**src/rtl/fir_stream_core.sv**
```systemverilog
// Streaming 8-tap direct-form FIR: delay line, registered products, registered sum, then shift/saturate.
// Optional build macro FIR_ROUND_EN selects round-half-up instead of truncation in the output stage.
module fir_stream_core #(
  parameter int INPUT_DATA_W  = 14,
  parameter int OUTPUT_DATA_W = 16,
  parameter int COEF_W        = 12,
  parameter int TAPS          = 8,
  parameter int OUT_SHIFT     = 8,
  parameter logic [TAPS*COEF_W-1:0] COEFS = {12'sd64, 12'sd128, 12'sd256, 12'sd512,
                                             12'sd512, 12'sd256, 12'sd128, 12'sd64}
) (
  input  logic                            clk,
  input  logic                            i_rst,
  input  logic                            ValidIn,
  input  logic signed [INPUT_DATA_W-1:0]  FilterIn,
  output logic                            ValidOut,
  output logic signed [OUTPUT_DATA_W-1:0] FilterOut
);

  localparam int PROD_W = INPUT_DATA_W + COEF_W;
  localparam int SUM_W  = PROD_W + $clog2(TAPS);
  // One guard bit so the rounding bias can never wrap the accumulator.
  localparam int ACC_W  = SUM_W + 1;

  localparam logic signed [ACC_W-1:0] SAT_MAX = ACC_W'((64'sd1 <<< (OUTPUT_DATA_W - 1)) - 64'sd1);
  localparam logic signed [ACC_W-1:0] SAT_MIN = ~SAT_MAX;
`ifdef FIR_ROUND_EN
  localparam logic signed [ACC_W-1:0] ROUND_BIAS = ACC_W'(64'sd1 <<< (OUT_SHIFT - 1));
`endif

  logic signed [INPUT_DATA_W-1:0]  taps [TAPS];
  logic signed [PROD_W-1:0]        prod [TAPS];
  logic signed [SUM_W-1:0]         sum;
  logic signed [SUM_W-1:0]         sum_next;
  logic signed [ACC_W-1:0]         acc;
  logic signed [ACC_W-1:0]         shifted;
  logic signed [OUTPUT_DATA_W-1:0] sat_val;
  logic                            valid_s0;
  logic                            valid_s1;
  logic                            valid_s2;

  function automatic logic signed [COEF_W-1:0] coef(input int k);
    return COEFS[k*COEF_W +: COEF_W];
  endfunction

  always_ff @(posedge clk) begin
    if (i_rst) begin
      for (int k = 0; k < TAPS; k++) taps[k] <= '0;
      valid_s0 <= 1'b0;
    end else begin
      valid_s0 <= ValidIn;
      // The delay line only moves on accepted samples, so idle input data never enters it.
      if (ValidIn) begin
        taps[0] <= FilterIn;
        for (int k = 1; k < TAPS; k++) taps[k] <= taps[k-1];
      end
    end
  end

  always_ff @(posedge clk) begin
    if (i_rst) begin
      for (int k = 0; k < TAPS; k++) prod[k] <= '0;
      valid_s1 <= 1'b0;
    end else begin
      for (int k = 0; k < TAPS; k++) prod[k] <= PROD_W'(taps[k]) * PROD_W'(coef(k));
      valid_s1 <= valid_s0;
    end
  end

  always_comb begin
    sum_next = '0;
    for (int k = 0; k < TAPS; k++) sum_next = sum_next + SUM_W'(prod[k]);
  end

  always_ff @(posedge clk) begin
    if (i_rst) begin
      sum      <= '0;
      valid_s2 <= 1'b0;
    end else begin
      sum      <= sum_next;
      valid_s2 <= valid_s1;
    end
  end

  always_comb begin
`ifdef FIR_ROUND_EN
    acc = ACC_W'(sum) + ROUND_BIAS;
`else
    acc = ACC_W'(sum);
`endif
    shifted = acc >>> OUT_SHIFT;
    if (shifted > SAT_MAX) begin
      sat_val = SAT_MAX[OUTPUT_DATA_W-1:0];
    end else if (shifted < SAT_MIN) begin
      sat_val = SAT_MIN[OUTPUT_DATA_W-1:0];
    end else begin
      sat_val = shifted[OUTPUT_DATA_W-1:0];
    end
  end

  // Idle cycles recompute the held delay line, so FilterOut naturally keeps its last value.
  always_ff @(posedge clk) begin
    if (i_rst) begin
      ValidOut  <= 1'b0;
      FilterOut <= '0;
    end else begin
      ValidOut  <= valid_s2;
      FilterOut <= sat_val;
    end
  end

endmodule
```
**config.mk**
```make
export PLATFORM = sky130hd
export DESIGN_NAME = fir_stream_core
export DESIGN_NICKNAME = d
export VERILOG_FILES = /design/src/rtl/fir_stream_core.sv
export SDC_FILE = /design/constraint.sdc
export NUM_CORES = 1
export LEC_CHECK = 0
export ABC_AREA = 1
export CAP_MARGIN = 40
export CORE_MARGIN = 2
export CORE_UTILIZATION = 50
export CTS_CLUSTER_SIZE = 28
export DETAILED_ROUTE_END_ITERATION = 16
export PLACE_DENSITY = 0.65
export SLEW_MARGIN = 20
export SYNTH_ARGS = -nofsm -noshare
export SYNTH_HDL_FRONTEND = slang
export SYNTH_SLANG_ARGS = --single-unit
```
**constraint.sdc**
```tcl
create_clock -name clk -period 10.1 [get_ports clk]
set_clock_uncertainty 0.2 [all_clocks]
set_input_delay 1.515 -clock clk [delete_from_list [all_inputs] [get_ports clk]]
set_output_delay 1.515 -clock clk [all_outputs]
set_load 0.05 [all_outputs]
```
# Word level (Yosys, flattened, before mapping)
# Memories as Yosys holds them, arrays and structs flattened.
# Cells that the tools add are included.
# totals
ff_bits	49
ram_bits	272
in_bits	17
output_inout_bits	17
n_memories	2
# mem_list
memory	depth	word_bits	read_ports	rd_ports_with_merged_regs	wr	line_no	rtl
prod	8	20	8	0	8	32	logic signed [PROD_W-1:0] prod [TAPS];
taps	8	14	8	0	8	31	logic signed [INPUT_DATA_W-1:0] taps [TAPS];
# classes
n_addsub	7
n_lt_le_gt_ge	2
mux	24
bitwise	16
n_reduce_logical	1
# ops
cell	count
$mux W20	8
$add A29 B26 Y29	4
$mux W14	8
$add A28 B26 Y29	1
$add A27 B26 Y28	1
$add A26 B26 Y27	1
$gt A21 B16 Y1 const B	1
$lt A21 B16 Y1 const B	1
$mux W16	1
$or A1 B1 Y1	16
$mux W15	1
$mux W1	6
$reduce_or A2 Y1	1

# Logic depth before layout (Yosys ltp)
# Gate-level depths: netlist (run 1).
# An unclocked memory read counts as a cell.
# depth
word_depth	8
depth_mapped	20
mapped_depth_nobuf	20

# Least setup slack after synthesis (run 1)
# No wires, ideal clock.
# synth_path
kind	input-to-reg
from	input i_rst
to	memory taps[0][0], enable pin
setup_ps	1004
t_arrival_ps	3619
t_required_ps	8896
slack_ps	5276
stages	3
path_buffers	1
cell_sequence	inv_1 -> buf_6 -> nand2_1
# synth_lines
element	line_no	rtl
start, declared	13	input logic i_rst,
end, declared	31	

==> flow_summary.json, run 1 <==
{
  "status": "completed",
  "yosys.area_share.simple_pct": 12.4,
  "dr_wl_met2_mm": 8.02,
  "hold_viol_final": 0,
  "p_total_mw": 3.01,
  "holdCritPathClass": "reg -> reg",
  "antenna_found_initial": 0,
  "syn_area_um2": 11800,
  "die_area_um2": 24800,
  "clk_latency_ns": 0.53,
  "synth_compound_area_share_pct": 1.84,
  "powerDensity_nw_per_um2": 227,
  "intPower_mw": 2.04,
  "rows": 56,
  "cap_violations": 0,
  "fmax_mhz": 232,
  "antennaDiodeCount": 0,
  "synth_top_cell_area_share_pct": 28.6,
  "async_reset_ff_share_pct": 0,
  "wl_per_cell_um": 11.8,
  "cp-start-kind": "flip-flop",
  "met1Wirelength_mm": 9.41,
  "cts.sinks": 265,
  "cts_buffers": 27,
  "seqPwrFrac_pct": 41.9,
  "maxSlewHeadroom_pct": 55.1,
  "totalWireLength_mm": 18.5,
  "rsz0062_at_grt": "no",
  "fin_cells": 1572,
  "grtUsageTotal_pct": 16.2,
  "clk_pin_slew_worst_paths_ns": 0.06,
  "critPathKind": "reg -> reg",
  "leakagePower_nw": 6.20,
  "grt_pass1_wl_mm": 32.1,
  "fillCellCount": 2046,
  "critical_path.endpoint_type": "flip-flop",
  "finalMaxSlewViolations": 0,
  "synthesis.nets": 1319,
  "synthMuxAreaShare_pct": 0,
  "cts_buffer_depth": 3,
  "synth_seq_cells": 265,
  "ys_warn_count": 0,
  "vdd_ir_drop_max_mv": 0.128,
  "tightest_slew_ns": 0.674,
  "wl_met3_um": 787,
  "vias": 6730,
  "postRouteAntennaNets": 0,
  "design_area_um2": 13200,
  "die_w_um": 157,
  "grt_max_degree": 61,
  "post-route-util_pct": 56.9,
  "via_per_inst": 4.28,
  "cts_setup_buffers": 0,
  "p_clk_share_pct": 30.4,
  "hold_buffers": 0,
  "min_period_ns": 4.30,
  "h-tree-depth": 1,
  "power.switching_uw": 971,
  "fin_tns_setup_ns": 0,
  "drc": 0,
  "swShare_pct": 32.2,
  "globalRouteOverflowTotal": 0,
  "synth_top_cells_by_count": "inv_1 (381), nor2_1 (265), dfxtp_1 (153), edfxtp_1 (112), fa_1 (92)",
  "path_max_fanout": 5,
  "drive_above_1_share_pct": 5.11,
  "cts_root_buf": "clkbuf_16",
  "cts-resized-gates": 0,
  "synth_top_family_by_area": "adder cells",
  "grt_pass1_vias": 6748,
  "tritoncts": "yes",
  "synth_flop_cell": "dfxtp_1",
  "synth_edf_count": 112,
  "nNetsFinal": 1361,
  "synthAdderAreaFrac_pct": 17.8,
  "yosysTopAreaCell": "edfxtp_1",
  "cp.required_ns": 10.32,
  "core_um2": 23300,
  "combPwrFrac_pct": 27.7,
  "synth.area.top_cells": "edfxtp_1 (29%), dfxtp_1 (26%), fa_1 (16%)",
  "drtPass1Iterations": 4,
  "start_util_pct": 50.5,
  "areaGrowthSynthToFinish_pct": 12.6,
  "placedCellCount": 1522,
  "drt_iter0_drc": 281,
  "yosysSeqAreaShare_pct": 54.6,
  "place_area_um2": 12400,
  "hpwlAfterDp_mm": 12.6,
  "portBuffers": 33,
  "fp.dieH_um": 157,
  "synth_cell_types": 22,
  "ioPinCount": 34,
  "synth_xor_area_share_pct": 0.0745,
  "syn_avg_cell_area_um2": 9.88,
  "final-setup-viol-count": 0,
  "period_share_pct": 42.6,
  "top_layer": "met4",
  "synthCells": 1190,
  "routabilityCongestion": 0.813,
  "synth.most_common_cell": "inv_1",
  "arrival_ns": 4.52
}
sequential cells by signal, summed over array words and instances, names as in the netlist:
register	flops
taps	112
sum	21
valid_s0	1
valid_s1	1
FilterOut	16
prod	112
ValidOut	1
valid_s2	1
per-stage QoR:
| step | hold WS [ns] | setup WS, ns |
|---|---|---|
| after floorplan | 0.188 | 5.28 |
| after global placement | 0.200 | 5.66 |
| after detailed placement | 0.198 | 5.73 |
| after CTS | 0.212 | 5.78 |
| after global routing | 0.248 | 5.48 |
| final | 0.214 | 5.80 |
layer usage:
metal	GRT usage [%]	up-vias
li1	-	3480
met1	24.0	3118
met2	24.8	106
met3	3.06	26
met4	3.77	0
met5	0	-
area by class of cell:
class,count,area [um^2],share of cell area (%)
Clock buffer,41,738,5.57
Clock inverter,9,68.8,0.520
Inverter,383,1440,10.9
Tap cell,319,399,3.01
Timing Repair Buffer,38,398,3.00
Sequential cell,265,6430,48.5
Multi-Input combinational cell,517,3780,28.5
layout by cell type, fill, tap and decap left out, types with 5 or more instances in the layout:
cell type          n
ha_1              20
nand3_1           12
nand2_2           14
nor3_1             5
fa_1              92
nor2_1           265
clkdlybuf4s50_1   32
o21ai_0           11
edfxtp_1         112
clkbuf_16         27
dfxtp_1          153
clkbuf_1          13
nand2_1           60
a21oi_1           26
inv_1            380
nand3_2            5
path summary, 6_finish.rpt:
path              depth (start not counted)  slack (ns)   startpoint  endpoint
setup / recovery                         16        5.80  prod[1][78]   sum[27]
hold / removal                            2        0.21     valid_s0  valid_s1
setup reg to reg                         16        5.80  prod[1][78]   sum[27]
hold reg to reg                           2        0.21     valid_s0  valid_s1
worst max-delay path, stage by stage, from the launching register on:
cell and delay (ns):
dfxtp_1 0.31, inv_1 0.08, fa_1 0.59, inv_1 0.13, fa_1 0.51, fa_1 0.61
inv_1 0.08, fa_1 0.53, inv_1 0.06, ha_1 0.36, nand2_1 0.09, nor2_1 0.11
inv_1 0.06, nor3_1 0.15, nand2_1 0.08, a21oi_1 0.17, nor2_1 0.07
power groups by stage:
stage                     combinational, mW  clock (mW)  sequential [mW]
final                                 0.833       0.916             1.26
after detailed placement              0.837           0             1.29
after floorplan                       0.536           0             1.38
after global routing                  0.963       0.985             1.27
after CTS                             0.843       0.941             1.26
after global placement                0.830           0             1.28
cell families (layout without fill, tap and decap cells):
kind of cell,after synthesis,count (layout)
compound gates,41,41
xor+xnor,1,1
fa+ha+maj,112,112
buf+inv,408,471
flops,265,265
simple gates,363,363
Note: power is estimated with default switching activity, not from simulation.
==> inputs of run 2 (changes only) <==
==> constraint.sdc (replaced) <==
create_clock -name clk -period 4.15 [get_ports clk]
set_clock_uncertainty 0.2 [all_clocks]
set_input_delay 0.6225 -clock clk [delete_from_list [all_inputs] [get_ports clk]]
set_output_delay 0.6225 -clock clk [all_outputs]
set_load 0.05 [all_outputs]
==> run 2 against run 1 <==
  * Sequential power increased by 140%
  * First-iteration DRC count rose by 31%
  * Core utilization increased by 2.5 points
  * Hold slack got worse by 0.030 ns
  * Global-route usage decreased by 0.23 points
  * Clock-buffer cell count shrank 9
  * Critical path type unchanged
==> flow_summary.json, run 2 (synthesis gave the netlist of run 1 again) <==
{
  "fin_tns_setup_ns": 0,
  "fillCellCount": 1982,
  "fin_ws_ns": 0.120,
  "path_max_fanout": 4,
  "totalWireLength_mm": 19.1,
  "die_w_um": 157,
  "vias": 6826,
  "final-setup-viol-count": 0,
  "cp.depth": 17,
  "portBuffers": 33,
  "routabilityCongestion": 0.813,
  "ioPinCount": 34,
  "antenna_found_initial": 0,
  "crit_chain": "inv_2 > fa_1 > inv_2 > fa_1 > fa_1 > inv_2 > fa_1 > inv_1 > ha_2 > inv_2 > fa_2 > o21ai_2 > nand2_2 > nand2_4 > nand2_2 > a21oi_1 > nor2_1",
  "period_share_pct": 97.1,
  "cts_root_buf": "clkbuf_16",
  "layout_common_cells": "inv_1 (370), nor2_1 (260), dfxtp_1 (147)",
  "hold_depth": 2,
  "maxSlewHeadroom_pct": 49.7,
  "critPathMaxStageDelay_ns": 0.54,
  "swShare_pct": 32.7,
  "areaGrowthSynthToFinish_pct": 17.5,
  "reg_top3": "prod (112), taps (112), sum (21)",
  "via_per_inst": 4.28,
  "fin_cells": 1593,
  "drtPass1Iterations": 6,
  "r2r_cells": 17,
  "grt_pass1_wl_mm": 31.5,
  "leakagePower_nw": 6.35,
  "cts_buffers": 27,
  "fp.dieH_um": 157,
  "grt_max_degree": 92,
  "critical-path-top-delay-family": "adder cells",
  "drive_above_1_share_pct": 13.0,
  "min_period_ns": 4.03,
  "cts_buffer_depth": 3,
  "wl_per_cell_um": 12.0,
  "start_util_pct": 50.5,
  "die_area_um2": 24800,
  "cts.sinks": 265,
  "powerDensity_nw_per_um2": 579,
  "intPower_mw": 5.38,
  "critPathKind": "reg -> reg",
  "hpwlAfterDp_mm": 12.8,
  "globalRouteOverflowTotal": 0,
  "placedCellCount": 1528,
  "combPwrFrac_pct": 32.0,
  "vdd_ir_drop_max_mv": 0.371,
  "rows": 56,
  "cp.required_ns": 4.37,
  "power.switching_mw": 2.62,
  "post-place-ws_ns": -0.0692,
  "drt_iter0_drc": 368,
  "holdCritPathClass": "reg -> reg",
  "core_um2": 23300,
  "tightest_slew_ns": 0.755,
  "hold_viol_final": 0,
  "fmax_mhz": 248,
  "p_clk_share_pct": 29.5,
  "crit_slowest_cell": "fa_1",
  "cap_violations": 0,
  "antennaDiodeCount": 0,
  "critPathBufInv": 5,
  "status": "completed",
  "h-tree-depth": 1,
  "critical_path.endpoint_type": "flip-flop",
  "cp-start-kind": "flip-flop",
  "grtUsageTotal_pct": 16.0,
  "arrival_ns": 4.25,
  "clk_pin_slew_worst_paths_ns": 0.07,
  "tritoncts": "yes",
  "seqPwrFrac_pct": 38.5,
  "grt_pass1_vias": 6678,
  "postRouteAntennaNets": 0,
  "rsz0062_at_grt": "yes",
  "drc": 0,
  "nNetsFinal": 1382,
  "layout_commonest_cell": "inv_1",
  "finalMaxSlewViolations": 0,
  "clk_latency_ns": 0.54
}
==> run 2: changes by cell type in the layout (fill, tap and decap cells not counted), sizes merged <==
cell | before | now
clkinvlp | 0 | 2
inv | 384 | 385
buf | 6 | 27
bufinv | 1 | 2
clkbuf | 41 | 32
clkinv | 7 | 12
==> run 2: cell type report <==
cell class / count / area (um^2) / area share (%)
Multi-Input combinational cell: 517 / 4130 / 29.9
Inverter: 383 / 1440 / 10.4
Clock buffer: 32 / 724 / 5.24
Clock inverter: 18 / 155 / 1.12
Tap cell: 319 / 399 / 2.89
Timing Repair Buffer: 59 / 536 / 3.88
Sequential cell: 265 / 6430 / 46.6
==> run 2: metal layers <==
| metal | global-route usage, % | vias up | share of wire, % |
|---|---|---|---|
| met5 | 0 | - | 0 |
| met2 | 24.4 | 104 | 44 |
| li1 | - | 3527 | - |
| met1 | 23.5 | 3171 | 50 |
| met3 | 2.86 | 24 | 4.3 |
| met4 | 4.50 | 0 | 1.8 |
==> run 2: worst register-to-register path, stage by stage (launching register included) <==
cell and delay [ns]:
dfxtp_2 0.34, inv_2 0.04, fa_1 0.54, inv_2 0.04, fa_1 0.49, fa_1 0.51
inv_2 0.04, fa_1 0.44, inv_1 0.07, ha_2 0.18, inv_2 0.04, fa_2 0.39
o21ai_2 0.16, nand2_2 0.08, nand2_4 0.08, nand2_2 0.06, a21oi_1 0.14, nor2_1 0.06
==> run 2: final timing paths <==
check	from	end	slack, ns
worst max-delay path	prod[0][24]	sum[26]	0.12
worst min-delay path	valid_s0	valid_s1	0.18
worst max register to register	prod[0][24]	sum[26]	0.12
worst min register to register	valid_s0	valid_s1	0.18
==> run 2: power groups by stage <==
stage	combinational [mW]	clock, mW	sequential, mW
floorplan	1.31	0	3.36
global placement	2.02	0	3.13
detailed placement	2.05	0	3.13
CTS	2.19	2.42	3.08
global route	2.88	2.52	3.10
finish	2.56	2.36	3.08
==> run 2: per-stage QoR <==
step,power (mW),hold WS (ns),area [um^2],util (%)
after floorplan,4.67,0.188,11800,-
after global placement,5.16,0.202,12500,53.6
after global routing,8.50,0.221,13800,59.4
final,8.00,0.184,13800,59.4
after CTS,7.69,0.189,13400,57.8
after detailed placement,5.19,0.197,12500,53.6
==> run 2: timing repair <==
item | in CTS | in global routing
buffers inserted | 0 | 15
gates resized for setup | 15 | 68
setup endpoints to repair | 7 | 15
pin swaps | 2 | 56
cloned | 0 | 0
hold buffers | 0 | 0
==> inputs of run 3 (changes only) <==
--- a/config.mk
+++ b/config.mk
@@ -12,6 +12,7 @@
 export CTS_CLUSTER_SIZE = 28
 export DETAILED_ROUTE_END_ITERATION = 16
 export PLACE_DENSITY = 0.65
+export REMOVE_ABC_BUFFERS = 1
 export SLEW_MARGIN = 20
 export SYNTH_ARGS = -nofsm -noshare
 export SYNTH_HDL_FRONTEND = slang
==> run 3 against run 2 <==
  * Routed wire length fell by 1.7%
  * Clock-buffer cell count rose by 6
  * Power fell by 1.2%
  * Global-route usage rose by 0.14 points
  * Largest power group unchanged
  * Critical endpoint is now sum[22]
==> flow_summary.json, run 3 (synthesis gave the netlist of run 1 again) <==
{
  "register_area_um2": 6430,
  "period_share_pct": 97.8,
  "globalRouteOverflowTotal": 0,
  "die_w_um": 157,
  "reg_top3": "prod (112), taps (112), sum (21)",
  "drtPass1Iterations": 4,
  "r2r-end": "sum[22]",
  "drive_above_1_share_pct": 11.6,
  "nNetsFinal": 1377,
  "fp.dieH_um": 157,
  "vdd_ir_drop_max_mv": 0.362,
  "h-tree-depth": 1,
  "hold_viol_final": 0,
  "multiInputGateArea_um2": 4090,
  "start_util_pct": 50.5,
  "ioPinCount": 34,
  "place_area_um2": 12500,
  "final-setup-viol-count": 0,
  "arrival_ns": 4.27,
  "wl_per_cell_um": 11.9,
  "fin_tns_setup_ns": 0,
  "critPathKind": "reg -> reg",
  "die_area_um2": 24800,
  "rows": 56,
  "path_max_fanout": 4,
  "crit_chain": "inv_1 > fa_1 > inv_1 > fa_2 > inv_2 > fa_2 > fa_1 > inv_1 > ha_2 > inv_2 > fa_2 > o21ai_2 > nand2_2 > nand2_4 > nand2_2 > nand2_2 > nand2_1 > nand2_1 > nor2_1",
  "areaGrowthSynthToFinish_pct": 17.0,
  "grt_max_degree": 81,
  "clk_pin_slew_worst_paths_ns": 0.06,
  "grt_pass1_vias": 6808,
  "core_um2": 23300,
  "powerDensity_nw_per_um2": 575,
  "routabilityCongestion": 0.812,
  "critical-path-top-delay-family": "adder cells",
  "design_area_um2": 13800,
  "portBuffers": 33,
  "cp.required_ns": 4.36,
  "fillCellCount": 1979,
  "cts_buffer_depth": 3,
  "post-route-util_pct": 59.2,
  "critical_path.endpoint_type": "flip-flop",
  "finalMaxSlewViolations": 0,
  "grtUsageTotal_pct": 16.1,
  "cts.sinks": 265,
  "hpwlAfterDp_mm": 12.6,
  "rsz0062_at_grt": "yes",
  "r2r_slack_ns": 0.09,
  "fmax_mhz": 246,
  "p_total_mw": 7.91,
  "cts_root_buf": "clkbuf_16",
  "min_period_ns": 4.06,
  "crit_slowest_cell": "fa_2",
  "maxSlewHeadroom_pct": 52.8,
  "min_to": "prod[1][63]",
  "drt_iter0_drc": 334,
  "tightest_slew_ns": 0.708,
  "critPathMaxStageDelay_ns": 0.57,
  "critPathBufInv": 5,
  "cp-start-kind": "flip-flop",
  "cts_buffers": 27,
  "layout_common_cells": "inv_1 (370), nor2_1 (259), dfxtp_1 (150)",
  "cap_violations": 0,
  "clk_latency_ns": 0.52,
  "postRouteAntennaNets": 0,
  "antenna_found_initial": 0,
  "r2r_cells": 19,
  "worstHoldStart": "i_rst",
  "drc": 0,
  "hold_depth": 2,
  "leakagePower_nw": 6.32,
  "status": "completed",
  "via_per_inst": 4.27,
  "layout_commonest_cell": "inv_1",
  "tritoncts": "yes",
  "totalWireLength_mm": 18.8,
  "vias": 6775,
  "holdWs_ns": 0.125,
  "r2r-start": "prod[1][3]",
  "antennaDiodeCount": 0,
  "grt_pass1_wl_mm": 32.0,
  "holdCritPathClass": "in -> reg"
}
[run 3: area by class of cell]
| cell class | instances | area share [%] |
|---|---|---|
| flip-flops and latches | 265 | 46.7 |
| well taps | 319 | 2.90 |
| multi-input cells | 517 | 29.7 |
| clock buffers | 38 | 5.73 |
| inverters | 383 | 10.4 |
| clock inverters | 10 | 0.718 |
| repair buffers | 54 | 3.76 |
[run 3: report_power, final]
part           internal [mW]  switching, mW  total [mW]  leakage [nW]
Clock                   1.44          0.952        2.39         0.436
Sequential              3.00         0.0820        3.08          2.50
Combinational          0.945           1.49        2.44          3.39
Total                   5.38           2.53        7.91          6.32
[run 3: worst max-delay path by stage]
stage,from,endpoint,slack [ns],cells past startpoint
2_1_floorplan,prod[1][4],sum[22],0.13,19
3_3_place_gp,prod[1][78],sum[26],0.01,17
3_5_place_dp,prod[1][78],sum[27],-0.03,17
4_1_cts,prod[1][19],sum[27],0.0005,16
5_1_grt,prod[1][64],sum[22],-0.07,19
6_report,prod[1][3],sum[22],0.09,19
[run 3: what timing repair did]
item                                    CTS  global route
buffers inserted                          1             9
resized for setup                         7            63
pin swaps                                 1            28
hold buffers                              0             0
endpoints found under the setup margin    7            15
[run 3: worst register-to-register path, stage by stage, from the launching register on]
cell     delay [ns]
dfxtp_1        0.32
inv_1          0.05
fa_1           0.52
inv_1          0.06
fa_2           0.57
inv_2          0.04
fa_2           0.39
fa_1           0.47
inv_1          0.08
ha_2           0.19
inv_2          0.04
fa_2           0.41
o21ai_2        0.19
nand2_2        0.09
nand2_4        0.08
nand2_2        0.05
nand2_2        0.05
nand2_1        0.04
nand2_1        0.05
nor2_1         0.05
[run 3: per-layer routing]
| metal | part of all wire [%] | GRT usage [%] | vias up |
|---|---|---|---|
| li1 | - | - | 3513 |
| met3 | 3.2 | 2.75 | 18 |
| met5 | 0 | 0 | - |
| met2 | 48 | 27.3 | 76 |
| met4 | 1.2 | 3.68 | 0 |
| met1 | 48 | 21.8 | 3168 |
[run 3: stage by stage]
step                setup WS (ns)  std cells
floorplan                   0.133       1165
global placement           0.0136       1527
detailed placement        -0.0327       1527
CTS                      0.000468       1576
global route              -0.0735       1586
finish                     0.0900       1586
